==> config.mk <==
export PLATFORM = sky130hd
export DESIGN_NAME = ieee_fixed2float_seq
export DESIGN_NICKNAME = d
export VERILOG_FILES = /design/src/rtl/ieee_fixed2float_seq.sv
export SDC_FILE = /design/constraint.sdc
export NUM_CORES = 1
export LEC_CHECK = 0
export BUFFER_PORTS_ARGS = -buffer_cell sky130_fd_sc_hd__buf_2
export CORE_MARGIN = 2
export CORE_UTILIZATION = 55
export CTS_BUF_LIST = sky130_fd_sc_hd__clkbuf_4 sky130_fd_sc_hd__clkbuf_8
export DETAILED_ROUTE_END_ITERATION = 10
export PLACE_DENSITY = 0.89
export SLEW_MARGIN = 0
export SYNTH_ARGS = -nofsm -noshare
export SYNTH_HDL_FRONTEND = slang
export SYNTH_SLANG_ARGS = --single-unit
==> constraint.sdc <==
create_clock -name clk -period 2.4 [get_ports clk]
set_clock_uncertainty 0.15 [all_clocks]
set_input_delay 0.36 -clock clk [delete_from_list [all_inputs] [get_ports clk]]
set_output_delay 0.36 -clock clk [all_outputs]
set_load 0.05 [all_outputs]
==> src/rtl/ieee_fixed2float_seq.sv <==
// Sequential sign-magnitude fixed-point to IEEE-754 single converter.
// The operand is normalised one bit per clock and returned through a valid/ready handshake.
`timescale 1ns/1ps
module ieee_fixed2float_seq #(
    parameter int IW = 5,
    parameter int FW = 5
) (
    input  logic          clk,
    input  logic          rst,
    input  logic          in_valid,
    output logic          in_ready,
    input  logic          sign_in,
    input  logic [IW-1:0] int_in,
    input  logic [FW-1:0] frac_in,
    output logic          out_valid,
    input  logic          out_ready,
    output logic [31:0]   out,
    output logic          busy
);
    localparam int W  = IW + FW;
    localparam int SW = 5;

    localparam logic [1:0] IDLE = 2'd0;
    localparam logic [1:0] NORM = 2'd1;
    localparam logic [1:0] PACK = 2'd2;
    localparam logic [1:0] DONE = 2'd3;

    localparam logic [7:0] EXP_BASE = 8'(127 + W - 1 - FW);

    logic [1:0]    state;
    logic [W-1:0]  m;
    logic [SW-1:0] s;
    logic          sign_r;

    logic [7:0]    exp_c;
    logic [23:0]   mfull_c;
    logic [22:0]   mant_c;
    logic          m_zero;

    assign m_zero   = (m == '0);
    assign exp_c    = EXP_BASE - {{(8-SW){1'b0}}, s};
    // Left-justify M into a 24-bit significand; the hidden one lands in bit 23.
    assign mfull_c  = 24'(m) << (24 - W);
    assign mant_c   = mfull_c[22:0];

    assign in_ready = (state == IDLE);
    assign busy     = (state != IDLE);

    always_ff @(posedge clk or posedge rst) begin
        if (rst) begin
            state     <= IDLE;
            m         <= '0;
            s         <= '0;
            sign_r    <= 1'b0;
            out       <= 32'd0;
            out_valid <= 1'b0;
        end else begin
            case (state)
                IDLE: begin
                    if (in_valid) begin
                        sign_r <= sign_in;
                        m      <= {int_in, frac_in};
                        s      <= '0;
                        state  <= NORM;
                    end
                end
                // A zero operand passes through NORM once so that its latency
                // matches a nonzero operand with no shift (two clocks).
                NORM: begin
                    if (m[W-1] || m_zero) begin
                        state <= PACK;
                    end else begin
                        m     <= m << 1;
                        s     <= s + 1'b1;
                    end
                end
                PACK: begin
                    out       <= m_zero ? {sign_r, 31'd0} : {sign_r, exp_c, mant_c};
                    out_valid <= 1'b1;
                    state     <= DONE;
                end
                DONE: begin
                    if (out_ready) begin
                        out_valid <= 1'b0;
                        state     <= IDLE;
                    end
                end
                default: state <= IDLE;
            endcase
        end
    end
endmodule

# [Word level (Yosys, flattened, before mapping)]
# Cells that the tools add are included.
# Widths: inputs -> output; s select.
[word_totals] regBits=51 out_inout_bits=35 word_cells=38
[op_classes] addsub=2 eq_ne=7 mux=13 n_reduce_logical=10
[op_table] cell="$mux 31" n=1
[op_table] cell="$mux 10" n=2
[op_table] cell="$pmux 10 s2" n=1
[op_table] cell="$logic_not 10->1" n=1
[op_table] cell="$mux 5" n=2
[op_table] cell="$pmux 5 s2" n=1
[op_table] cell="$ne 2x2->1 const B" n=4
[op_table] cell="$pmux 2 s4" n=1
[op_table] cell="$sub 8x5->8 const A" n=1
[op_table] cell="$mux 2" n=3
[op_table] cell="$reduce_and 3->1" n=2
[op_table] cell="$reduce_bool 2->1" n=3
[op_table] cell="$add 5x1->5 const B" n=1
[op_table] cell="$eq 2x2->1 const B" n=2
[op_table] cell="$reduce_and 2->1" n=2
[op_table] cell="$eq 2x1->1 const B" n=1
[op_table] cell="$logic_not 2->1" n=1
[op_table] cell="$pmux 1 s2" n=1
[op_table] cell="$logic_or 1x1->1" n=1
[op_table] cell="$mux 1" n=1

# [Depth between registers and ports, before layout]
[depth] word_depth=4 ltp_mapped=7

# [Least setup slack after synthesis]
# Ideal clock, no wire load.
[synth_path] path_type="register to register" startpoint="register state[0]" endpoint="register m[1]" setup_ns=0.125 arrival_ns=2.065 required_ns=2.125 setup_slack_ns=0.060 stages_incl_launch_ff=7 path_buffers=1 synth_period_minus_slack_ns=2.340 cell_sequence="dfrtp_1 -> inv_1 -> ha_1 -> mux2i_2 -> a211oi_2 -> buf_6 -> mux2_4"
[synth_between] elab_chain_cells=3 elab_cells_between_ends=7
[synth_lines] item="start, declared" line="30" rtl="logic [1:0] state;"
[synth_lines] item="start signal, assigned" line="51" rtl="state <= IDLE;"
[synth_lines] item="start signal, assigned" line="64" rtl="state <= NORM;"
[synth_lines] item="start signal, assigned" line="71" rtl="state <= PACK;"
[synth_lines] item="$logic_not 2->1 *"
[synth_lines] item="net in_ready" line="11" rtl="output logic in_ready,"
[synth_lines] item="$ne 2x2->1 (no source line) / $reduce_bool 2->1 (equally long branches)"
[synth_lines] item="$reduce_and 3->1 (no source line)"
[synth_lines] item="end signal, assigned" line="62" rtl="m <= {int_in, frac_in};"
[synth_lines] item="end signal, assigned" line="73" rtl="m <= m << 1;"
[synth_lines] item="end, declared" line="31" rtl="logic [W-1:0] m;"
# Mark *: on every way through the listed nets, which the timed path passes. The rest lies on a longest branch.
# A chain may end at the register's enable or synchronous reset.

# [Final worst setup path]
[layout_path] startpoint="register state[1]" endpoint="register m[8]"
[layout_between] elab_chain_cells=3 elab_cells_between_ends=7
[layout_lines] item="$eq 2x1->1 / $logic_not 2->1 (equally long branches)" line="58" rtl="case (state)"
[layout_lines] item="$ne 2x2->1 (no source line) / $reduce_bool 2->1 (equally long branches)"
[layout_lines] item="$reduce_and 3->1 (no source line)"
# Parallel ways exist; a longest one is shown, timed or not.

==> impl_metrics.toml <==
[logic_synthesis]
synth.area.top_cells = "dfrtp_1 (47%), mux2_2 (13%), ha_1 (5.7%)"
ys_seq_area_share_pct = 46.7
synth_area_mm2 = 0.00198
yosysTopAreaCell = "dfrtp_1"
synth_top_family_by_area = "multiplexers"
syn_avg_cell_area_um2 = 11.8
yosys.area_share.simple_pct = 8.07
yosysWarnings = 0
synthXorXnorAreaFrac_pct = 0
synthCells = 168
synth_adder_area_share_pct = 5.67
synth_compound_area_share_pct = 5.80
ys_types = 34
synthMuxAreaShare_pct = 23.3
synth_top_area_share_pct = 46.7
synth-seq-cells = 37

[timing]
tns_ns = 0
hold_slack_ns = 0.0457
fin_crit_sh_pct = 89.9
fin_crit_ns = 2.16
clock.fmax_mhz = 463
drv_slew = 0
setup_violations = 0
final_hold_viol_count = 0
fin_ws_ns = 0.242
rsz0062_at_grt = "no"

[pwr]
p_leak_nw = 1.09
power_density_mw_per_mm2 = 1560
ir_drop_mv = 1.03

[worst_setup_path]
crit_arrival_ns = 2.24
critPathLaunchType = "flip-flop"
critPathKind = "reg -> reg"
cp_num_buf_inv = 2
critical_path.slowest_cell = "dfrtp_1"
rrSetupSlack_ns = 0.24
cp_cell_sequence = "inv_1, ha_1, mux2i_2, a211oi_2, buf_4, mux2_1"
r2r.worst_path.cells = 6
r2r-end = "m[8]$_DFFE_PP0P_"
max_stage_delay_ns = 0.43
crit_path_end_kind = "flip-flop"
r2r-start = "state[1]$_DFFE_PP0P_"
crit_fanout = 12
cp.required_ns = 2.48
crit_start = "state[1]$_DFFE_PP0P_"
crit_family = "multiplexers"

[placement]
hpwlAfterDp_um = 2560
dp_slack_ns = 0.269
io_buffer_count = 35
gp_congestion = 0.819
dp_cells = 247

[cts]
cts_resized = 0
htree_levels = 2
cts_tree = "done"
cts_made_buffers = 5
clock_latency_ns = 0.34
cts-root-buf = "clkbuf_4"
cts_max_path_buffers = 2
path_clk_slew_ns = 0.11
clock-sinks = 37

[flow_run]
drv_cap = 0

[global_routing]
first_global_vias = 1323
grt_max_degree = 38
overflow = 0
grt_pass1_wl_um = 6060
grtUsageTotal_pct = 19.4
antenna_found_initial = 0

[min_path]
hold_path.class = "in -> reg"
holdPathStages = 2
hp-start = "out_ready"
min_to = "out_valid$_DFFE_PP0P_"

[outcome]
status = "complete, no violations"

[route]
wl_per_cell_um = 13.3
route.detailed.drc = 0
vias = 1303
ant_nets = 0
wirelength_um = 3420
via_per_inst = 5.09
first_pass_iters = 4
drt-initial-drc-count = 27

[die]
die_area_mm2 = 0.00410
rows = 21
start_util_pct = 58.5
fp.coreArea_mm2 = 0.00339
ios = 50
die_x_um = 64.1
die_h_um = 64.1

[layout]
syn2layout_area_growth_pct = 15.1
drive_gt1_share_pct = 41.0
stdcell_count = 256
fillerInstances = 268
final_core_util_pct = 67.4
n_antenna_cell = 0
final_nets = 233
==> worst register-to-register path, delay by kind of cell, from the launching register on <==
family | cells | cell delay [ns]
mux | 2 | 0.50
flops | 1 | 0.43
fa+ha+maj | 1 | 0.39
buf+inv | 2 | 0.37
compound gates | 1 | 0.21
==> metrics by stage <==
step | cell area [µm²] | power, W
floorplan | 2030 | 0.00267
global placement | 2170 | 0.00300
detailed placement | 2170 | 0.00306
CTS | 2280 | 0.00360
global route | 2280 | 0.00379
finish | 2280 | 0.00356
==> cell families (layout without fill, tap and decap cells) <==
family | count (synthesis) | count (layout)
fa+ha+maj | 9 | 9
mux | 39 | 39
flops | 37 | 37
compound gates | 16 | 16
simple gates | 29 | 29
buf+inv | 37 | 66
other cells | 1 | 14
==> Yosys cell counts, drive strengths merged <==
| master | instances |
|---|---|
| mux2 | 34 |
| o22ai | 4 |
| a22o | 1 |
| buf | 19 |
| dfrtp | 37 |
| a211oi | 1 |
| o21ai | 4 |
| a21oi | 2 |
| clkbuf | 3 |
| nand4 | 1 |
| nand3 | 4 |
| o311ai | 2 |
| nor4 | 3 |
| a311oi | 1 |
| nor4b | 1 |
| and4 | 1 |
| and3 | 1 |
| ha | 9 |
| nand2 | 7 |
| conb | 1 |
| nor2b | 2 |
| or3b | 1 |
| nor2 | 7 |
| a31oi | 1 |
| inv | 15 |
| mux2i | 5 |
| nor3 | 1 |
==> power breakdown <==
part | switching [W] | total, W | internal [W]
sequential | 0.000225 | 0.00113 | 0.000903
clock | 0.000208 | 0.000531 | 0.000322
combinational | 0.00115 | 0.00191 | 0.000754
==> how the worst max path moves through the flow <==
stage | endpoint | cells after the start
after global placement | m[8]$_DFFE_PP0P_ | 6
after global routing | m[8]$_DFFE_PP0P_ | 6
after detailed placement | m[8]$_DFFE_PP0P_ | 6
after CTS | m[8]$_DFFE_PP0P_ | 6
after floorplan | m[1]$_DFFE_PP0P_ | 6
final | m[8]$_DFFE_PP0P_ | 6
==> area by class of cell <==
class	instances	area, µm²	area share, %
timing repair buffer	43	238	10.4
clock inverter	3	65.1	2.85
tap	46	57.6	2.52
multi-input combinational	107	903	39.6
sequential	37	926	40.5
clock buffer	5	37.5	1.64
inverter	15	56.3	2.47
==> flip-flops by register name (all words and copies together) (netlist names) <==
signal	cells
out	18
m	10
s	5
state	2
out_valid	1
sign_r	1
==> layout by cell type (no fill, tap or decap), types with 2 or more instances in the layout <==
master and count:
bufinv_16 2, inv_1 15, nand3_1 4, o22ai_1 4
nor2b_1 2, a21oi_1 2, mux2i_1 4, nor2_1 7
dfrtp_1 37, ha_1 9, buf_4 7, clkbuf_4 5
mux2_2 23, mux2_4 7, nor4_2 2, mux2_1 4
nand2_1 7, o21ai_1 3, conb_1 14, buf_2 35
o311ai_1 2
==> per-layer routing <==
metal  vias to the layer above  global-route usage (%)  wire, µm  part of all wire, %
met3                         5                    6.34       191                  5.6
li1                        636                       -         -                    -
met2                        42                    30.1      1700                   50
met4                         0                    6.52        46                  1.3
met5                         -                       0         0                    0
met1                       620                    25.6      1470                   43
==> repair_timing <==
item | 4_1_cts | 5_1_grt
hold buffers | 1 | 0
setup buffers | 0 | 0
hold endpoints to repair | 37 | 0
Note: power is estimated with default switching activity, not from simulation.
